File: config.mk
export PLATFORM = sky130hd
export DESIGN_NAME = e203_exu_wbck_merge
export DESIGN_NICKNAME = d
export VERILOG_FILES = /design/src/rtl/e203_exu_pkg.sv /design/src/rtl/e203_exu_wbck_starv_cnt.sv /design/src/rtl/e203_exu_wbck_merge.sv
export SDC_FILE = /design/constraint.sdc
export NUM_CORES = 1
export LEC_CHECK = 0
export ABC_AREA = 1
export CAP_MARGIN = 20
export CORE_MARGIN = 10
export CORE_UTILIZATION = 36
export CTS_BUF_LIST = sky130_fd_sc_hd__clkbuf_4 sky130_fd_sc_hd__clkbuf_8 sky130_fd_sc_hd__clkbuf_16
export CTS_CLUSTER_SIZE = 14
export DETAILED_ROUTE_END_ITERATION = 8
export PLACE_DENSITY = 0.77
export SYNTH_ARGS = -nofsm -noshare
export SYNTH_HDL_FRONTEND = slang
export SYNTH_SLANG_ARGS = --single-unit
File: constraint.sdc
create_clock -name clk -period 3.4 [get_ports clk]
set_clock_uncertainty 0.05 [all_clocks]
set_input_delay 0.68 -clock clk [delete_from_list [all_inputs] [get_ports clk]]
set_output_delay 0.68 -clock clk [all_outputs]
set_load 0.005 [all_outputs]
File: src/rtl/e203_exu_pkg.sv
// Shared EXU writeback types: datapath widths and the writeback request
// carried by both input channels and the registered output stage.
package e203_exu_pkg;

  localparam int XLEN    = 32;
  localparam int RFIDX_W = 5;

  typedef struct packed {
    logic [XLEN-1:0]    wdat;
    logic [RFIDX_W-1:0] rdidx;
  } wbck_req_t;

endpackage

File: src/rtl/e203_exu_wbck_starv_cnt.sv
// Saturating count of cycles the ALU lost arbitration to the long pipe;
// raises force_alu once the ALU has been starved STARVE_MAX times in a row.
module e203_exu_wbck_starv_cnt #(
  parameter int STARVE_MAX = 4
) (
  input  logic       clk,
  input  logic       rst_n,
  input  logic       alu_valid,
  input  logic       alu_xfer,
  input  logic       longp_xfer,
  output logic       force_alu,
  output logic [3:0] cnt
);

  localparam logic [3:0] CNT_MAX = 4'(STARVE_MAX);

  // Only cycles where the long pipe actually took the port count; stalls hold.
  always_ff @(posedge clk or negedge rst_n) begin
    if (!rst_n) begin
      cnt <= 4'd0;
    end else if (alu_xfer) begin
      cnt <= 4'd0;
    end else if (alu_valid && longp_xfer && (cnt != CNT_MAX)) begin
      cnt <= cnt + 4'd1;
    end
  end

  assign force_alu = alu_valid && (cnt == CNT_MAX);

endmodule

File: src/rtl/e203_exu_wbck_merge.sv
// Merges ALU and long-pipe writeback onto the single regfile write port
// through a one-entry output register; long pipe wins unless ALU is starved.
//
// Handshake: a channel transfers on a cycle where its valid and ready are both
// high; ready depends only on valids and output-stage occupancy, never on data,
// and a producer must hold valid and data stable until it sees ready.
module e203_exu_wbck_merge #(
  parameter int XLEN       = e203_exu_pkg::XLEN,
  parameter int RFIDX_W    = e203_exu_pkg::RFIDX_W,
  parameter int STARVE_MAX = 4
) (
  input  logic                  clk,
  input  logic                  rst_n,
  input  logic                  alu_wbck_i_valid,
  output logic                  alu_wbck_i_ready,
  input  logic [XLEN-1:0]       alu_wbck_i_wdat,
  input  logic [RFIDX_W-1:0]    alu_wbck_i_rdidx,
  input  logic                  longp_wbck_i_valid,
  output logic                  longp_wbck_i_ready,
  input  logic [XLEN-1:0]       longp_wbck_i_wdat,
  input  logic [RFIDX_W-1:0]    longp_wbck_i_rdidx,
  output logic                  rf_wbck_o_valid,
  input  logic                  rf_wbck_o_ready,
  output logic [XLEN-1:0]       rf_wbck_o_wdat,
  output logic [RFIDX_W-1:0]    rf_wbck_o_rdidx,
  output logic [2**RFIDX_W-1:0] rf_pend_o
);

  import e203_exu_pkg::*;

  wbck_req_t alu_req;
  wbck_req_t longp_req;
  wbck_req_t sel_req;
  wbck_req_t out_q;
  logic      out_vld;

  logic       stage_free;
  logic       force_alu;
  logic       gnt_alu;
  logic       gnt_longp;
  logic       alu_xfer;
  logic       longp_xfer;
  logic       any_xfer;
  logic [3:0] starve_cnt;

  assign alu_req.wdat    = alu_wbck_i_wdat;
  assign alu_req.rdidx   = alu_wbck_i_rdidx;
  assign longp_req.wdat  = longp_wbck_i_wdat;
  assign longp_req.rdidx = longp_wbck_i_rdidx;

  // Draining and refilling the output stage in the same cycle is allowed.
  assign stage_free = !out_vld || rf_wbck_o_ready;

  assign gnt_alu   = alu_wbck_i_valid && (force_alu || !longp_wbck_i_valid);
  assign gnt_longp = longp_wbck_i_valid && !force_alu;

  assign alu_wbck_i_ready   = gnt_alu && stage_free;
  assign longp_wbck_i_ready = gnt_longp && stage_free;

  assign alu_xfer   = alu_wbck_i_valid && alu_wbck_i_ready;
  assign longp_xfer = longp_wbck_i_valid && longp_wbck_i_ready;
  assign any_xfer   = alu_xfer || longp_xfer;
  assign sel_req    = alu_xfer ? alu_req : longp_req;

  e203_exu_wbck_starv_cnt #(
    .STARVE_MAX (STARVE_MAX)
  ) u_starv (
    .clk        (clk),
    .rst_n      (rst_n),
    .alu_valid  (alu_wbck_i_valid),
    .alu_xfer   (alu_xfer),
    .longp_xfer (longp_xfer),
    .force_alu  (force_alu),
    .cnt        (starve_cnt)
  );

  // Writes to x0 complete their handshake but never occupy the output stage.
  always_ff @(posedge clk or negedge rst_n) begin
    if (!rst_n) begin
      out_vld <= 1'b0;
      out_q   <= '0;
    end else if (any_xfer) begin
      if (sel_req.rdidx != '0) begin
        out_vld <= 1'b1;
        out_q   <= sel_req;
      end else if (rf_wbck_o_ready) begin
        out_vld <= 1'b0;
      end
    end else if (rf_wbck_o_ready && out_vld) begin
      out_vld <= 1'b0;
    end
  end

  assign rf_wbck_o_valid = out_vld;
  assign rf_wbck_o_wdat  = out_q.wdat;
  assign rf_wbck_o_rdidx = out_q.rdidx;

  always_comb begin
    rf_pend_o = '0;
    if (out_vld) begin
      rf_pend_o[out_q.rdidx] = 1'b1;
    end
  end

endmodule

==> results.cfg, run 1 <==
[yosys]
synth.distinct_cells = 23
synth_compound_area_share_pct = 1.10
synth.top_cells.by_area = dfrtp_1, nand2_1, nand3_1, nor2_1, nand3_2
synth_edf_count = 0
yosysMostFrequentCell = nand2_1
yosysWarnings = 0
ys_seq_area_share_pct = 40.3
synth_top_cell_area_share_pct = 40.3
async_reset_ff_share_pct = 100
syn_nets = 453
synth_seq_cells = 42
synth_top_family_by_area = simple AND/OR/NAND/NOR gates
synth_area_sq_um = 2600
syn_avg_cell_area_sq_um = 7.00
syn_inst = 372
synth_fa_ha_area_share_pct = 0.961
synth_common_cells = nand2_1, nand3_1, dfrtp_1, nor2_1, inv_1
yosys.area.top_type = dfrtp_1
synth-xor-area-share_pct = 0.336
muxShareOfSynthArea_pct = 0
yosys.area_share.simple_pct = 49.6
synthFlopType = dfrtp_1

[setup_path]
critPathArrivalTime_ps = 2140
worstSetupPathType = input pin to output port
required_ps = 2670
path_max_fanout = 9
r2r_slack_ps = 1100
worst_setup_path_end_kind = output port
cp-start-kind = input pin

[clock_network]
clk_latency_ps = 280
root_buffer = clkbuf_8
clockBufferDepth = 2
cts_htree_levels = 2
cts_tree = built
ctsResizeCount = 0
cts_sinks = 42
cts_buffers = 5
cts.clk_slew.worst_paths_ps = 80
ctsHoldBuffers = 0
post_cts_buffers = 0

[drt]
routed_via_density = 4.77
ant_nets = 0
drcViolationCount = 0
drt-pass1-iter-count = 5
wl_per_cell_um = 14.7
drtIter0Drc = 64
wl_mm = 9.03
num_vias = 2930

[cells_and_area]
design_area_sq_um = 4270
regArea_sq_um = 1050
nFillCells = 651
area_delta_synth_final_pct = 64.1
diodes = 0
nets = 598
drive_above_1_share_pct = 8.49
multi_input_area_sq_um = 1370

[power_and_ir_drop]
swShare_pct = 34.0
power_frac_comb_pct = 42.5
p_int_uw = 1180
switchingPower_uw = 605
vdd.ir_drop.worst_mv = 0.165
power_density_nw_per_um2 = 416
leakagePower_uw = 0.00202
clkPwrFrac_pct = 18.8
power_frac_seq_pct = 38.7

[placement]
postPlaceCellArea_sq_um = 4180
gp_congestion = 0.816
place_hpwl_mm = 7.31
portBuffers = 150

[floorplanning]
rows = 30
io_pins = 151
start_util_pct = 37.7
core_area_sq_um = 6910
die_h_um = 105
fp.dieArea_sq_um = 11000
die_w_um = 105

[global_routing]
grt_overflow = 0
grt_pass1_vias = 2910
grt_max_degree = 43
track_usage_pct = 15.3
grt_pass1_wl_mm = 14.2
antenna_found_initial = 0

[sta]
worst_pin_slew_ps = 921
max_freq_mhz = 349
rsz0062_at_grt = no
max_slew_margin_pct = 38.6
min_period_ps = 2870
slew_violations = 0
finalCritPeriodShare_pct = 84.4
fin_setup_tns_ps = 0
finalSetupViolCount = 0
hold_viol_final = 0

[min_path]
min_path_type = input pin to asynchronous set/reset pin

[run]
drv_cap = 0

[outcome]
status = finished, final reports clean
==> power groups by stage <==
stage                     clock network, uW  registers (uW)  logic, uW
after floorplan                           0             697        326
after global routing                    365             706        834
after global placement                    0             693        752
final                                   334             689        757
after detailed placement                  0             700        770
after CTS                               343             690        772
==> placed cells by master (no fill, tap or decap) <==
master           netlist  final
buf_2                 10      1
clkbuf_8               0      6
dfrtp_1               42     42
nor2_8                 1      1
xor2_1                 1      1
nand2_4                1      1
o21ai_0                3      3
clkdlybuf4s50_1        0    149
clkinvlp_4             0      1
nor3_1                 1      1
nand3b_1               1      1
inv_2                  3      3
ha_1                   2      2
o21ai_2                1      1
buf_12                 0      1
a21oi_4                0      1
nand4_1                1      1
clkinv_2               0      1
buf_4                  0      9
nor2_4                 2      2
nor2_1                36     36
nand3_2               11     11
inv_1                 12     12
nand3_1               77     77
nand2_1              150    149
nand2_2                4      5
==> worst max-delay path: stages <==
cell and delay [ps]:
clkdlybuf4s50_1 480, inv_1 130, nor2_8 210, nand2_4 80
inv_2 60, clkdlybuf4s50_1 500
==> state kept, by name, summed over array words and instances (netlist names) <==
signal,cells
rf_wbck_o_rdidx,5
rf_wbck_o_valid,1
rf_wbck_o_wdat,32
u_starv.cnt,4
==> area by class of cell <==
cell class,instances,area share (%)
Multi-Input combinational cell,293,32.0
Tap cell,96,2.81
Timing Repair Buffer,160,37.1
Clock inverter,2,0.293
Inverter,15,1.32
Clock buffer,6,1.93
Sequential cell,42,24.6
==> per-stage QoR <==
| stage | utilization, % | setup slack, ps | std cells | total power [uW] | hold WS [ps] |
|---|---|---|---|---|---|
| floorplan | - | 1280 | 372 | 1020 | 334 |
| global route | 61.9 | 442 | 614 | 1900 | 480 |
| detailed placement | 60.5 | 537 | 606 | 1470 | 436 |
| global placement | 60.5 | 563 | 606 | 1440 | 430 |
| finish | 61.9 | 531 | 614 | 1780 | 449 |
| CTS | 61.9 | 531 | 614 | 1810 | 454 |
==> final timing paths <==
path / from / to / cells past startpoint
max: alu_wbck_i_valid / alu_wbck_i_ready / 6
min: rst_n / rf_wbck_o_wdat[31] / 1
max reg2reg: u_starv.cnt[0] / rf_wbck_o_wdat[8] / 14
min reg2reg: rf_wbck_o_wdat[23] / rf_wbck_o_wdat[23] / 2
max in group asynchronous: rst_n / rf_wbck_o_wdat[16] / 1
min in group clk: rf_wbck_o_wdat[23] / rf_wbck_o_wdat[23] / 2
==> routing by layer <==
metal	vias up	routed length [um]	global-route usage, %
li1	1476	-	-
met1	1327	3690	16.9
met2	123	4440	26.7
met3	4	837	5.96
met4	0	65	4.12
met5	-	0	0
==> cell families (layout without fill, tap and decap cells) <==
logic type	Yosys count	count (layout)
compound gates	5	5
buf+inv	37	183
simple gates	285	285
flops	42	42
xor+xnor	1	1
fa+ha+maj	2	2
Note: power is estimated with default switching activity, not from simulation.
==> run 2, diff against run 1 <==
--- a/config.mk
+++ b/config.mk
@@ -8,11 +8,11 @@
 export ABC_AREA = 1
 export CAP_MARGIN = 20
 export CORE_MARGIN = 10
-export CORE_UTILIZATION = 36
+export CORE_UTILIZATION = 35
 export CTS_BUF_LIST = sky130_fd_sc_hd__clkbuf_4 sky130_fd_sc_hd__clkbuf_8 sky130_fd_sc_hd__clkbuf_16
 export CTS_CLUSTER_SIZE = 14
 export DETAILED_ROUTE_END_ITERATION = 8
-export PLACE_DENSITY = 0.77
+export PLACE_DENSITY = 0.78
 export SYNTH_ARGS = -nofsm -noshare
 export SYNTH_HDL_FRONTEND = slang
 export SYNTH_SLANG_ARGS = --single-unit
==> constraint.sdc (replaced) <==
create_clock -name clk -period 2.4 [get_ports clk]
set_clock_uncertainty 0.05 [all_clocks]
set_input_delay 0.48 -clock clk [delete_from_list [all_inputs] [get_ports clk]]
set_output_delay 0.48 -clock clk [all_outputs]
set_load 0.005 [all_outputs]
==> results.cfg, run 2 (synthesis results as in run 1) <==
[outcome]
status = finished, final reports clean

[clock_network]
ctsHoldBuffers = 0
cts_htree_levels = 2
cts.clk_slew.worst_paths_ps = 80
cts_sinks = 42
cts_buffers = 5
clockBufferDepth = 2
clk_latency_ps = 290
root_buffer = clkbuf_8
cts_tree = built

[placement]
portBuffers = 150
dp.cells = 614
postPlaceCellArea_sq_um = 4250
place_hpwl_mm = 7.43
gp_congestion = 0.791

[setup_path]
required_ps = 1870
worst_setup_path_end_kind = output port
worstRegToRegCells = 14
path_max_fanout = 8
r2r_start = u_starv.cnt[0]
r2r_end = rf_wbck_o_rdidx[2]
critPathArrivalTime_ps = 1800
worstSetupPathType = register to output port
r2r_slack_ps = 370
cp-start-kind = register

[drt]
drt-pass1-iter-count = 6
ant_nets = 0
drcViolationCount = 0
wl_per_cell_um = 14.6
drtIter0Drc = 70
wl_mm = 9.08
routed_via_density = 4.69
num_vias = 2926

[cells_and_area]
layout_commonest_cell = nand2_1
final_cell_mix = nand2_1, clkdlybuf4s50_1, nand3_1, dfrtp_1, nor2_1
nets = 605
area_delta_synth_final_pct = 69.5
final_cells = 624
drive_above_1_share_pct = 10.9
largest_reg_flops = 32
diodes = 0
nFillCells = 654
design_area_sq_um = 4420

[sta]
rsz0062_at_grt = yes
finalCritPeriodShare_pct = 97.0
whs_ps = 75.9
worst_pin_slew_ps = 453
slew_violations = 0
hold_viol_final = 0
max_freq_mhz = 429
finalSetupViolCount = 0
min_period_ps = 2330
max_slew_margin_pct = 69.8

[global_routing]
grt_overflow = 0
grt_max_degree = 35
antenna_found_initial = 0
grt_pass1_vias = 3021
grt_pass1_wl_mm = 14.6
track_usage_pct = 15.6

[power_and_ir_drop]
leakagePower_uw = 0.00209
vdd.ir_drop.worst_mv = 0.285
power_density_nw_per_um2 = 629
totalPowerFinal_uw = 2780

[floorplanning]
fp.dieArea_sq_um = 11300
die_h_um = 106
die_w_um = 106
io_pins = 151
core_area_sq_um = 7250
start_util_pct = 35.9
rows = 31

[min_path]
min_path_type = input pin to asynchronous set/reset pin

[run]
drv_cap = 0
==> run 2: changes by cell type in the layout (fill, tap and decap cells not counted), moves of 2 or more <==
cell	previous run	this run
dfrtp_2	0	3
dfrtp_1	42	39
buf_12	1	3
buf_4	9	14
nand3_1	77	75
nand3_2	11	13
bufinv_16	0	2
==> run 2: metal layers <==
| layer | track usage (%) | up-vias | share of wire, % |
|---|---|---|---|
| li1 | - | 1488 | - |
| met1 | 17.1 | 1315 | 41 |
| met2 | 27.4 | 117 | 49 |
| met3 | 6.22 | 6 | 8.7 |
| met4 | 4.06 | 0 | 1.0 |
| met5 | 0 | - | 0 |
==> run 2: critical path: stages, from the launching register on <==
cell and delay [ps]:
dfrtp_1 440, inv_1 110, nand3_1 250, nor2_1 190
clkdlybuf4s50_1 530
==> run 2: layout make-up <==
cell class              count  area [sq um]  share of cell area [%]
clock buffers               6          82.6                    1.87
well taps                  99           124                    2.81
multi-input cells         293          1380                    31.2
flip-flops and latches     42          1050                    23.9
repair buffers            167          1660                    37.6
clock inverters             2          60.1                    1.36
inverters                  15          56.3                    1.28
==> run 2: timing repair <==
item	CTS	global route
buffers inserted	0	2
endpoints found under the hold margin	0	0
gates resized for setup	2	5
pin swaps	1	0
endpoints found under the setup margin	1	21
==> run 2: report_power, final <==
group          internal, uW  total [uW]  switching, uW
registers               861         980            119
logic                   605        1110            505
clock network           444         688            244
==> run 2: worst max path at each step <==
stage,from,to,slack [ps],depth (start not counted)
detailed placement,rf_wbck_o_ready,rf_wbck_o_rdidx[2],-0.9,12
global placement,alu_wbck_i_valid,alu_wbck_i_ready,6,6
global route,rf_wbck_o_rdidx[1],rf_pend_o[5],-50,4
CTS,rf_wbck_o_valid,rf_pend_o[15],60,3
finish,rf_wbck_o_rdidx[0],rf_pend_o[10],70,4
floorplan,u_starv.cnt[0],rf_wbck_o_rdidx[3],560,15
==> run 2: through the flow <==
stage / setup slack (ps) / util, % / TNS, ps
final: 71.6 / 60.9 / 0
after global routing: -53.2 / 60.9 / -396
after CTS: 55.3 / 60.5 / 0
after detailed placement: -0.888 / 58.5 / -0.888
after global placement: 6.22 / 58.5 / 0
after floorplan: 560 / - / 0
==> run 3, diff against run 2 <==
--- a/config.mk
+++ b/config.mk
@@ -8,11 +8,13 @@
 export ABC_AREA = 1
 export CAP_MARGIN = 20
 export CORE_MARGIN = 10
-export CORE_UTILIZATION = 35
+export CORE_UTILIZATION = 34
 export CTS_BUF_LIST = sky130_fd_sc_hd__clkbuf_4 sky130_fd_sc_hd__clkbuf_8 sky130_fd_sc_hd__clkbuf_16
 export CTS_CLUSTER_SIZE = 14
 export DETAILED_ROUTE_END_ITERATION = 8
-export PLACE_DENSITY = 0.78
+export PLACE_DENSITY = 0.77
 export SYNTH_ARGS = -nofsm -noshare
 export SYNTH_HDL_FRONTEND = slang
+export SYNTH_HIERARCHICAL = 1
 export SYNTH_SLANG_ARGS = --single-unit
+export TNS_END_PERCENT = 50
==> results.cfg, run 3 <==
[outcome]
status = finished, final reports clean

[cells_and_area]
largest_reg_flops = 32
nets = 636
drive_above_1_share_pct = 7.75
area_delta_synth_final_pct = 73.5
final_cell_mix = nand2_1, clkdlybuf4s50_1, nand3_1, dfrtp_1, nor2_1
layout_commonest_cell = nand2_1
diodes = 0

[setup_path]
path_max_fanout = 8
r2r_end = u_starv/cnt[1]
crit_chain = inv_1, nand3_1, nor2_1, clkdlybuf4s50_1
worst_setup_path_end_kind = output port
worstSetupPathType = register to output port
crit_path_start = rf_wbck_o_rdidx[1]
critPathArrivalTime_ps = 1800
endpoint = rf_pend_o[21]
r2r_start = u_starv/cnt[0]
crit_family = buffers and inverters
r2r_slack_ps = 190
worstPathBufferInverterCount = 2
cp-start-kind = register
cp_slowest_cell = clkdlybuf4s50_1
slowest_delay_ps = 550
cp_num_cells = 4
required_ps = 1870
worstRegToRegCells = 14

[drt]
num_vias = 3023
drt-pass1-iter-count = 4
wl_mm = 8.85
ant_nets = 0
wl_per_cell_um = 13.5
routed_via_density = 4.62
drtIter0Drc = 83
drcViolationCount = 0

[sta]
worst_slack_ps = 72.4
finalSetupViolCount = 0
max_freq_mhz = 430
worst_pin_slew_ps = 314
whs_ps = 418
slew_violations = 0
min_period_ps = 2330
fin_setup_tns_ps = 0
hold_viol_final = 0
rsz0062_at_grt = yes
finalCritPeriodShare_pct = 97.0
max_slew_margin_pct = 79.0

[run]
drv_cap = 0

[global_routing]
track_usage_pct = 15.0
grt_pass1_wl_mm = 14.4
grt_max_degree = 39
antenna_found_initial = 0
grt_pass1_vias = 3179
grt_overflow = 0

[clock_network]
cts_sinks = 42
cts.clk_slew.worst_paths_ps = 80
clockBufferDepth = 2
cts_buffers = 5
cts_htree_levels = 2
root_buffer = clkbuf_8
cts_tree = built
clk_latency_ps = 290

[floorplanning]
start_util_pct = 35.1
die_w_um = 107
core_area_sq_um = 7290
io_pins = 151
rows = 31
fp.dieArea_sq_um = 11400
die_h_um = 107

[yosys]
syn_nets = 475
synth_seq_cells = 42
synthFlopType = dfrtp_1
synth_top_cell_area_share_pct = 41.1
synth.top_cells.by_area = dfrtp_1, nand2_1, nand3_1, nor2_1, inv_1
synth_edf_count = 0
yosysWarnings = 6
synth_area_sq_um = 2560
ys_seq_area_share_pct = 41.1
syn_inst = 394
async_reset_ff_share_pct = 100
synth_common_cells = nand2_1, nand3_1, dfrtp_1, nor2_1, inv_1
yosys.area.top_type = dfrtp_1
syn_avg_cell_area_sq_um = 6.49
yosysMostFrequentCell = nand2_1
synth.distinct_cells = 22

[placement]
place_hpwl_mm = 7.33
pre_cts_ws_ps = -77.1
gp_congestion = 0.813
portBuffers = 150

[power_and_ir_drop]
power_density_nw_per_um2 = 566
leakagePower_uw = 0.00220
totalPowerFinal_uw = 2510
vdd.ir_drop.worst_mv = 0.264

[min_path]
min_path_type = register to register
## run 3: cell count changes after synthesis, sizes merged, moves of 2 or more
cell   delta
buf       -4
inv      +10
nand2    +47
nand3    -38
nand4     +6
nor2      +4
o21ai     -2
## run 3: area by class of cell
class                           instances  area (sq um)
Inverter                               25          93.8
Clock buffer                            6          82.6
Sequential cell                        42          1050
Fill cell                             715          2860
Clock inverter                          1          30.0
Multi-Input combinational cell        310          1330
Tap cell                               99           124
Timing Repair Buffer                  171          1720
## run 3: kinds of logic after synthesis
| group | count (synthesis) | share of synthesized area, % |
|---|---|---|
| simple gates | 305 | 49.7 |
| compound gates | 3 | 0.832 |
| fa+ha+maj | 2 | 0.979 |
| flops | 42 | 41.1 |
| buf+inv | 42 | 7.39 |
## run 3: power by group
| group | switching (uW) | total (uW) | leakage [uW] | internal [uW] |
|---|---|---|---|---|
| Combinational | 441 | 997 | 0.00162 | 555 |
| Sequential | 100 | 946 | 0.000519 | 846 |
| Clock | 232 | 565 | 0.0000573 | 333 |
## run 3: worst register-to-register path, stage by stage (launching register included)
cell     delay [ps]
dfrtp_1         390
inv_1            80
ha_1            160
nand2_2          70
nor3b_1         180
inv_1            70
nand2_2          70
nand2_1          70
buf_4           140
nor2_4          160
buf_4           140
buf_4           220
inv_1           130
nand3_1         110
nand2_1          60
## run 3: worst min path at each step
| stage | depth (start not counted) | endpoint | from | slack (ps) |
|---|---|---|---|---|
| 2_1_floorplan | 0 | rf_wbck_o_rdidx[0] | rst_n | 130 |
| 3_3_place_gp | 1 | rf_wbck_o_wdat[27] | rst_n | 220 |
| 3_5_place_dp | 1 | rf_wbck_o_wdat[27] | rst_n | 220 |
| 4_1_cts | 2 | rf_wbck_o_wdat[22] | rf_wbck_o_wdat[22] | 430 |
| 5_1_grt | 2 | rf_wbck_o_wdat[0] | rf_wbck_o_wdat[0] | 440 |
| 6_report | 2 | rf_wbck_o_wdat[22] | rf_wbck_o_wdat[22] | 420 |
## run 3: layer usage
layer	track usage [%]	vias up	share of wire, %
met5	0	-	0
met2	27.5	123	50
met1	15.1	1364	39
met3	7.07	2	11
li1	-	1534	-
met4	3.19	0	0.19
## run 3: stage by stage
stage	cells	util (%)	area (sq um)
after floorplan	394	-	2560
after global placement	643	58.6	4270
after detailed placement	643	58.6	4270
after CTS	653	60.4	4410
after global routing	654	60.8	4430
final	654	60.8	4430
## run 3: repair_timing
item,CTS,global route
gates resized for setup,2,5
buffers inserted,2,1
endpoints found under the hold margin,1,0
setup endpoints to repair,2,33
pin swaps,0,2
hold buffers,1,0
